$ cat src/rtl/xgmii_tx_sched.sv
// Shares one 64-bit XGMII TX lane between the measurement generator and the control responder.
// Grants only at frame boundaries, enforces a fixed IPG, bounds control bursts, aborts runaways.
module xgmii_tx_sched #(
  parameter int unsigned IPG_WORDS       = 2,
  parameter int unsigned MAX_CTRL_BURST  = 4,
  parameter int unsigned MAX_FRAME_WORDS = 1200
) (
  input  logic        sys_clk,
  input  logic        sys_rst_n,
  input  logic        sec_oneshot,
  input  logic        tx_enable,
  input  logic        gen_req,
  input  logic [63:0] gen_txd,
  input  logic [7:0]  gen_txc,
  input  logic        gen_eof,
  output logic        gen_gnt,
  input  logic        ctl_req,
  input  logic [63:0] ctl_txd,
  input  logic [7:0]  ctl_txc,
  input  logic        ctl_eof,
  output logic        ctl_gnt,
  output logic [63:0] xgmii_txd,
  output logic [7:0]  xgmii_txc,
  output logic [31:0] gen_fps,
  output logic [31:0] ctl_fps,
  output logic [15:0] abort_count
);

  localparam logic [63:0] IDLE_TXD  = 64'h0707070707070707;
  localparam logic [63:0] ABORT_TXD = 64'hFEFEFEFEFEFEFEFE;
  localparam logic [3:0]  IPG_LAST  = 4'(IPG_WORDS - 1);
  localparam logic [15:0] BURST_MAX = 16'(MAX_CTRL_BURST);
  // Last granted word index that may still be forwarded before the abort word.
  localparam logic [15:0] WD_LAST   = 16'(MAX_FRAME_WORDS - 2);

  typedef enum logic [1:0] {StIdle, StGen, StCtl, StIpg} state_e;

  state_e      r_state;
  state_e      w_state_d;
  logic [15:0] r_burst;
  logic [15:0] r_word_cnt;
  logic [3:0]  r_ipg_cnt;
  logic        r_abort_pend;
  logic [63:0] r_txd;
  logic [7:0]  r_txc;
  logic [31:0] r_gen_cnt;
  logic [31:0] r_ctl_cnt;
  logic [31:0] r_gen_fps;
  logic [31:0] r_ctl_fps;
  logic [15:0] r_abort_cnt;

  logic        w_gen_ok;
  logic        w_arb;
  logic        w_pick_ctl;
  logic        w_pick_gen;
  logic        w_in_frame;
  logic        w_sel_eof;
  logic        w_wd_trip;
  logic        w_gen_done;
  logic        w_ctl_done;
  logic [15:0] w_burst_inc;

  always_comb begin
    w_gen_ok    = gen_req && tx_enable;
    w_arb       = (r_state == StIdle) ||
                  ((r_state == StIpg) && !r_abort_pend && (r_ipg_cnt == IPG_LAST));
    w_pick_ctl  = ctl_req && (!w_gen_ok || (r_burst < BURST_MAX));
    w_pick_gen  = !w_pick_ctl && w_gen_ok;
    w_in_frame  = (r_state == StGen) || (r_state == StCtl);
    w_sel_eof   = (r_state == StGen) ? gen_eof : ctl_eof;
    w_wd_trip   = w_in_frame && !w_sel_eof && (r_word_cnt == WD_LAST);
    w_gen_done  = (r_state == StGen) && gen_eof;
    w_ctl_done  = (r_state == StCtl) && ctl_eof;
    w_burst_inc = (r_burst < BURST_MAX) ? r_burst + 16'd1 : r_burst;
  end

  always_comb begin
    w_state_d = r_state;
    unique case (r_state)
      StIdle, StIpg: begin
        if (w_arb) begin
          if (w_pick_ctl)      w_state_d = StCtl;
          else if (w_pick_gen) w_state_d = StGen;
          else                 w_state_d = StIdle;
        end
      end
      StGen, StCtl: begin
        if (w_sel_eof || w_wd_trip) w_state_d = StIpg;
      end
      default: w_state_d = StIdle;
    endcase
  end

  always_ff @(posedge sys_clk) begin
    if (!sys_rst_n) begin
      r_state      <= StIdle;
      r_burst      <= '0;
      r_word_cnt   <= '0;
      r_ipg_cnt    <= '0;
      r_abort_pend <= 1'b0;
    end else begin
      r_state      <= w_state_d;
      r_word_cnt   <= w_in_frame ? r_word_cnt + 16'd1 : '0;
      // The abort word occupies its own slot, so the gap count starts after it.
      r_ipg_cnt    <= ((r_state == StIpg) && !r_abort_pend) ? r_ipg_cnt + 4'd1 : '0;
      r_abort_pend <= w_wd_trip;
      if (w_arb && w_pick_ctl) begin
        r_burst <= w_gen_ok ? w_burst_inc : 16'd1;
      end else if (w_arb && w_pick_gen) begin
        r_burst <= '0;
      end
    end
  end

  always_ff @(posedge sys_clk) begin
    if (!sys_rst_n) begin
      r_txd <= IDLE_TXD;
      r_txc <= 8'hFF;
    end else begin
      unique case (r_state)
        StGen: begin
          r_txd <= gen_txd;
          r_txc <= gen_txc;
        end
        StCtl: begin
          r_txd <= ctl_txd;
          r_txc <= ctl_txc;
        end
        default: begin
          r_txd <= r_abort_pend ? ABORT_TXD : IDLE_TXD;
          r_txc <= 8'hFF;
        end
      endcase
    end
  end

  always_ff @(posedge sys_clk) begin
    if (!sys_rst_n) begin
      r_gen_cnt   <= '0;
      r_ctl_cnt   <= '0;
      r_gen_fps   <= '0;
      r_ctl_fps   <= '0;
      r_abort_cnt <= '0;
    end else begin
      // An eof on the second boundary belongs to the new period.
      if (sec_oneshot) begin
        r_gen_fps <= r_gen_cnt;
        r_ctl_fps <= r_ctl_cnt;
        r_gen_cnt <= {31'd0, w_gen_done};
        r_ctl_cnt <= {31'd0, w_ctl_done};
      end else begin
        if (w_gen_done) r_gen_cnt <= r_gen_cnt + 32'd1;
        if (w_ctl_done) r_ctl_cnt <= r_ctl_cnt + 32'd1;
      end
      if (w_wd_trip && (r_abort_cnt != 16'hFFFF)) r_abort_cnt <= r_abort_cnt + 16'd1;
    end
  end

  assign gen_gnt     = (r_state == StGen);
  assign ctl_gnt     = (r_state == StCtl);
  assign xgmii_txd   = r_txd;
  assign xgmii_txc   = r_txc;
  assign gen_fps     = r_gen_fps;
  assign ctl_fps     = r_ctl_fps;
  assign abort_count = r_abort_cnt;

endmodule

$ cat config.mk
export PLATFORM = sky130hd
export DESIGN_NAME = xgmii_tx_sched
export DESIGN_NICKNAME = d
export VERILOG_FILES = /design/src/rtl/xgmii_tx_sched.sv
export SDC_FILE = /design/constraint.sdc
export NUM_CORES = 1
export LEC_CHECK = 0
export ABC_AREA = 1
export CORE_MARGIN = 5
export CORE_UTILIZATION = 44
export DETAILED_ROUTE_END_ITERATION = 7
export PLACE_DENSITY = 0.8
export RECOVER_POWER = 25
export SLEW_MARGIN = 15
export SYNTH_ARGS = -nofsm -noshare
export SYNTH_HDL_FRONTEND = slang
export SYNTH_SLANG_ARGS = --single-unit
$ cat constraint.sdc
create_clock -name sys_clk -period 1.9 [get_ports sys_clk]
set_clock_uncertainty 0.15 [all_clocks]
set_input_delay 0.38 -clock sys_clk [delete_from_list [all_inputs] [get_ports sys_clk]]
set_output_delay 0.38 -clock sys_clk [all_outputs]
set_load 0.01 [all_outputs]
==> summary.txt, run 1 <==
Status
  – Outcome: completed

Finish
  – Post-Layout Inst Area: about 16000 sq um
  – Layout cells sized above 1: 8.82%
  – Area growth syn-to-layout: 41.6%
  – Layout Nets: between 1500 and 2000

Logic synthesis
  – Cells after synthesis: around 1500
  – Sequential share of the synthesized area: 46.4%
  – Simple-Gate Fraction of Synth Area: 26.6%
  – Synthesized net count: between 1500 and 2000
  – Synth Area in XOR/XNOR: between 1.5 and 2%
  – Main combinational cell family by area after synthesis: simple AND/OR/NAND/NOR gates
  – Post-Synth Adder-Cell Area: ~1.4%
  – Syn avg cell area: 7.38 sq um
  – FFs w/ async S/R, synth: 0%
  – Yosys top cell by area: dfxtp_1
  – Number of enable flip-flop cells after synthesis: 0
  – Synth top area share: a little under half
  – Compound-Gate Fraction of Synth Area: around 16%
  – Post-synthesis cell area: 11000 sq um
  – Top_reg_cell synth: dfxtp_1
  – Synth cell count leaders: nand2_1, dfxtp_1, nor2_1
  – Yosys reg bits: roughly 260
  – Area contributors post-synth: dfxtp_1, nand2_1, nor2_1, a221o_1, a21oi_1
  – Yosys warns: 0
  – Count of different cell masters after synthesis: 36
  – Proportion of synthesized area in mux cells: 0%
  – Most common cell in the netlist: nand2_1

CTS
  – Worst-Skew Late Latency: about 530 ps
  – Clk buf depth: 3
  – Htree depth: 1
  – CTS tree: done
  – CTS Hold Bufs: 0
  – Root buf cell: clkbuf_16
  – Num CTS Buffers: 27
  – Clock slew at reported path FFs: around 60 ps
  – TritonCTS Sinks: ~260

Critical path
  – Reg-to-Reg Start: r_state[0]
  – Worst setup SP type: register
  – Data required, critical path: 2170 ps
  – Critical Path Fanout Max: 6
  – WP data arrival: 2110 ps
  – CP Class: register to register
  – Crit end category: register
  – Crit path from: r_state[0]

Placed design
  – Pre-CTS setup slack: -219 ps
  – Routability Congestion: 0.978
  – HPWL after DPL: 25800 um
  – DP Area: around 15000 sq um
  – PortBufs: a little over 300

Timing
  – Fmax: approximately 540 MHz
  – Setup violations, final: 0
  – Setup TNS: 0 ps
  – Fin Hold WS: 199 ps
  – Final worst slack: about 54 ps
  – Minimum clock period: 1850 ps
  – Worst-margin pin slew: between 1000 and 1500 ps
  – Worst slew margin: a little under a fifth
  – Hold Violations, Final: 0
  – Tcrit/Tclk final: a little over nine tenths
  – RSZ-0062 raised after global routing: yes
  – Slew Limit Fails: 0

Power
  – Sw frac: 31.0%
  – Seq pwr share: 37.9%
  – Clk pwr share: about a third
  – VDD IR max: approximately 0.00072 V
  – Cell Int Power: 11.8 mW
  – Combinational group share of total power: 30.1%
  – Switching power: 5.30 mW
  – Pwr per Cell Area: 1100 nW/um^2
  – Total Power: between 15 and 20 mW
  – Leak Pwr: 6.38 nW

Route
  – TritonRoute pass-1 iters: 6
  – Number of remaining DRC errors: 0
  – Post-detailed-routing wire length: about 35000 um
  – WL/cell: 16.3 um
  – DR vias/cell: between 5 and 6
  – Starting DRT DRC Count: 864
  – Via count: between 10000 and 15000
  – Routed Antenna Nets: 0

Job
  – Total of max-cap violations: 0

Global route
  – Global route overflow: 0
  – Global Route Usage Sum: 23.4%
  – Largest net degree at the start of global routing: 74
  – First-pass GRT wire length: between 50000 and 60000 um
  – Initial antenna violation count: 3
  – Vias in the first global route: ~11000

Die
  – Die ar.: 28300 sq um
  – Die width: about 170 um
  – Initial core utilization: between 40% and 50%
  – Num ports: roughly 310
  – Core Footprint: approximately 24000 sq um
  – FP Rows: between 50 and 60
  – Die Height: 168 um

Worst hold path
  – HP Start: sys_rst_n
  – Worst hold path class: input port to register
[metrics by stage]
stage	util, %	instances
final	63.7	2165
after detailed placement	59.8	2107
after global routing	63.7	2164
after CTS	63.0	2154
after floorplan	-	1491
after global placement	59.8	2107
[power groups by stage]
stage / Sequential (mW) / Combinational [mW] / Clock (mW)
final: 6.48 / 5.14 / 5.48
after global placement: 6.59 / 5.52 / 0
after CTS: 6.49 / 5.12 / 5.56
after global routing: 6.57 / 5.51 / 5.79
after detailed placement: 6.61 / 5.59 / 0
after floorplan: 7.00 / 2.15 / 0
[critical path: stages (launching register included)]
cell and delay [ps]:
dfxtp_4 370, inv_4 70, ha_4 150, buf_6 130
nand3_4 90, nor2_4 150, nand3_4 110, nor2_4 210
nand2_1 100, nor3_1 150, nor2_1 70
[cells in the final DEF (no fill, tap or decap), drive strengths merged]
cell           netlist  layout
o21ai              101     101
bufinv               0       4
a22o                12      12
dlygate4sd2          0     152
ha                  12      12
diode                0       4
a221o               60      60
nor2               242     242
clkinv               1       5
nand2              349     349
nor4                 2       2
nand3b               1       1
clkbuf              49      39
clkinvlp             0       1
dfxtp              255     255
nor3b                1       1
nor3                18      18
o21a                 3       3
xnor2                8       8
nand4               22      22
inv                147     148
a21oi              114     114
or2                  4       4
buf                 14      59
xor2                14      14
nand3               62      62
clkdlybuf4s50        0     149
[logic make-up after synthesis]
logic type | after synthesis
buffers and inverters | 211
DFF | 255
and+or+nand+nor | 701
AOI/OAI and AO/OA | 290
xor gates and xnor gates | 22
adders and majority gates | 12
[what timing repair did]
item,4_1_cts,5_1_grt
setup endpoints to repair,200,72
pin swaps,0,13
resized for setup,174,34
buffers inserted,2,8
hold endpoints to repair,0,0
[final timing paths]
kind | endpoint | slack (ps) | cells after the start
min reg2reg | r_burst[3] | 280 | 2
max reg2reg | r_ctl_cnt[24] | 50 | 10
max | r_ctl_cnt[24] | 50 | 10
min | ctl_fps[7] | 200 | 4
[area by class of cell]
cell class | count | area (sq um)
repair buffers | 364 | 3340
diodes | 4 | 10.0
clock buffers | 35 | 756
multi-input cells | 1025 | 5230
flip-flops and latches | 255 | 5120
fillers | 2122 | 8880
inverters | 148 | 563
clock inverters | 10 | 160
well taps | 324 | 405
[flip-flops by register name, summed over array words and instances, names as in the netlist]
register      flops
r_burst          16
gen_fps          32
ctl_fps          32
abort_count      16
r_ctl_cnt        32
r_abort_pend      1
r_ipg_cnt         4
r_word_cnt       16
xgmii_txd        64
xgmii_txc         8
r_state           2
r_gen_cnt        32
[metal layers]
layer  routed length, um  global-route usage [%]
met2               17200                    41.0
met5                   0                       0
met3                2670                    4.64
met4                1170                    8.33
met1               14200                    28.5
Note: power is estimated with default switching activity, not from simulation.
==> inputs of run 2 (changes only) <==
Settings changed: CELL_PAD_IN_SITES_DETAIL_PLACEMENT from default to 1, CELL_PAD_IN_SITES_GLOBAL_PLACEMENT from default to 2, CORE_UTILIZATION 44 to 24.
==> run 2 against run 1 <==
Against the previous run: largest power group unchanged; the flow now finishes with violations (setup timing); utilization decreased by 28 points; critical path depth is 6 lower; clock power is 2% higher.
==> summary.txt, run 2 (synthesis results as in run 1) <==
Global route
  – Largest net degree at the start of global routing: 72 (-2.7%)
  – Top Usage Layer GRT: met2
  – Met2 Usage GRT: 27.5% (-13 points)
  – Initial antenna violation count: 3 (unchanged)
  – GR Util met1: 19.1% (-9.4 points)
  – First-pass GRT wire length: 63900 um (+16%)
  – Global route overflow: 0 (unchanged)
  – Vias in the first global route: 11800 (+9.6%)
  – Global Route Usage Sum: 15.5% (-7.9 points)
  – Met3 GRT Util: 3.81% (-0.83 points)

CTS
  – Root buf cell: clkbuf_16
  – CTS Hold Bufs: 0 (unchanged)
  – TritonCTS Sinks: 255 (unchanged)
  – Clock slew at reported path FFs: 60 ps (about the same)
  – Num CTS Buffers: 30 (+11%)
  – Clk buf depth: 3 (unchanged)
  – Htree depth: 1 (unchanged)
  – Worst-Skew Late Latency: 570 ps (+40 ps)
  – CTS tree: done

Timing
  – Worst-margin pin slew: 1270 ps (+51.8 ps)
  – Fmax: 525 MHz (-3.2%)
  – RSZ-0062 raised after global routing: yes
  – Fin Hold WS: 105 ps (-94.3 ps)
  – Setup violations, final: 1 (+1)
  – Minimum clock period: 1910 ps (+60.6 ps)
  – Slew Limit Fails: 0 (unchanged)
  – Hold Violations, Final: 0 (unchanged)
  – Final worst slack: -6.16 ps (-60.6 ps)
  – Tcrit/Tclk final: 100% (+3.2 points)
  – Setup TNS: -6.16 ps (-6.16 ps)
  – Worst slew margin: 15.2% (-3.5 points)

Route
  – DR vias/cell: 4.57 (-12%)
  – TritonRoute pass-1 iters: 4 (-2)
  – Post-detailed-routing wire length: 41200 um (+17%)
  – Via count: 11300 (+0.21%)
  – Routed Antenna Nets: 0 (unchanged)
  – Starting DRT DRC Count: 390 (-55%)
  – Number of remaining DRC errors: 0 (unchanged)
  – WL/cell: 16.7 um (+2.6%)

Critical path
  – Slowest stage delay, CP: 330 ps (-40 ps)
  – Data required, critical path: 1370 ps (-800 ps)
  – Worst setup SP type: register
  – WP data arrival: 1380 ps (-730 ps)
  – Slowest CP cell: dfxtp_2
  – CP Class: register to output pin
  – Critical Path Fanout Max: 5 (-1)
  – Crit end category: output pin
  – Critical-path cell list: inv_2 > ha_4 > buf_8 > buf_6

Placed design
  – HPWL after DPL: 30900 um (+20%)
  – Routability Congestion: 0.836 (-14%)
  – PortBufs: 305 (unchanged)
  – DP Area: 15200 sq um (+3.9%)

Die
  – Die ar.: 50200 sq um (+78%)
  – Num ports: 306 (unchanged)
  – FP Rows: 78 (+37%)
  – Initial core utilization: 24.3% (-21 points)
  – Die width: 224 um (+33%)
  – Die Height: 224 um (+33%)
  – Core Footprint: 45400 sq um (+86%)

Status
  – Outcome: finished, violations left
  – Failing checks: setup timing

Power
  – VDD IR max: 0.000608 V (-16%)
  – Leak Pwr: 6.56 nW (+2.8%)
  – Pwr per Cell Area: 1080 nW/um^2 (-1.3%)

Finish
  – Commonest non-fill, non-tap cell in the layout: nand2_1
  – FILL cells: 5542 (+160%)
  – Layout Nets: 2013 (+1.4%)
  – Post-Layout Inst Area: 16200 sq um (+4.2%)
  – Final Util: 35.8% (-28 points)
  – Layout cells sized above 1: 11.0% (+2.2 points)
  – Max reg flops: 64 (unchanged)
  – Area growth syn-to-layout: 47.5%
  – Antenna Cells: 0 (-4)
  – Most frequent cells in the layout: nand2_1, dfxtp_1, nor2_1

Job
  – Total of max-cap violations: 0 (unchanged)

Worst hold path
  – Worst hold path class: input port to register
run 2: changes by cell type in the layout (fill, tap and decap cells not counted), sizes merged:
cell and delta:
clkdlybuf4s15 +1, bufinv -2, clkbuf +6, diode -4
clkinv -3, inv -1, buf +27, dlygate4sd2 -2
run 2: routing by layer:
| layer | part of all wire (%) | vias to the layer above |
|---|---|---|
| met4 | 1.2 | 6 |
| met2 | 48 | 267 |
| met1 | 45 | 5350 |
| li1 | - | 5592 |
| met3 | 6.4 | 45 |
| met5 | 0.11 | - |
run 2: repair_timing:
action,CTS,global route
gates resized for setup,188,52
pin swaps,1,14
buffers inserted,3,5
gates cloned,0,1
endpoints found under the setup margin,228,99
run 2: final timing paths:
| path | startpoint | cells after the start | slack, ps | end |
|---|---|---|---|---|
| worst min register to register | r_burst[3] | 2 | 280 | r_burst[3] |
| worst max register to register | r_state[1] | 10 | 10 | r_ctl_cnt[18] |
| worst max-delay path | r_state[1] | 4 | -6 | gen_gnt |
| worst min-delay path | sec_oneshot | 4 | 100 | r_ctl_cnt[0] |
run 2: cell type report:
class	count	area, sq um	area share (%)
tap	600	751	4.62
inverter	148	567	3.49
sequential	255	5120	31.6
clock inverter	4	70.1	0.432
multi-input combinational	1025	5260	32.4
clock buffer	42	857	5.28
timing repair buffer	389	3610	22.2
run 2: power by group:
group	switching [mW]	total [mW]	internal, mW
sequential	0.266	6.48	6.21
clock	2.26	5.61	3.35
combinational	2.98	5.51	2.53
run 2: through the flow:
stage / worst slack [ps] / cells / power, mW
floorplan: 76.9 / 1491 / 9.15
global placement: -269 / 2408 / 12.4
detailed placement: -350 / 2408 / 12.5
CTS: -106 / 2457 / 17.8
global route: -110 / 2463 / 18.6
finish: -6.16 / 2463 / 17.6
run 2: worst max-delay path, delay by kind of cell (launching register included):
kind                       cells  cell delay (ps)
adders and majority gates      1              170
buffers and inverters          3              320
DFF                            1              330
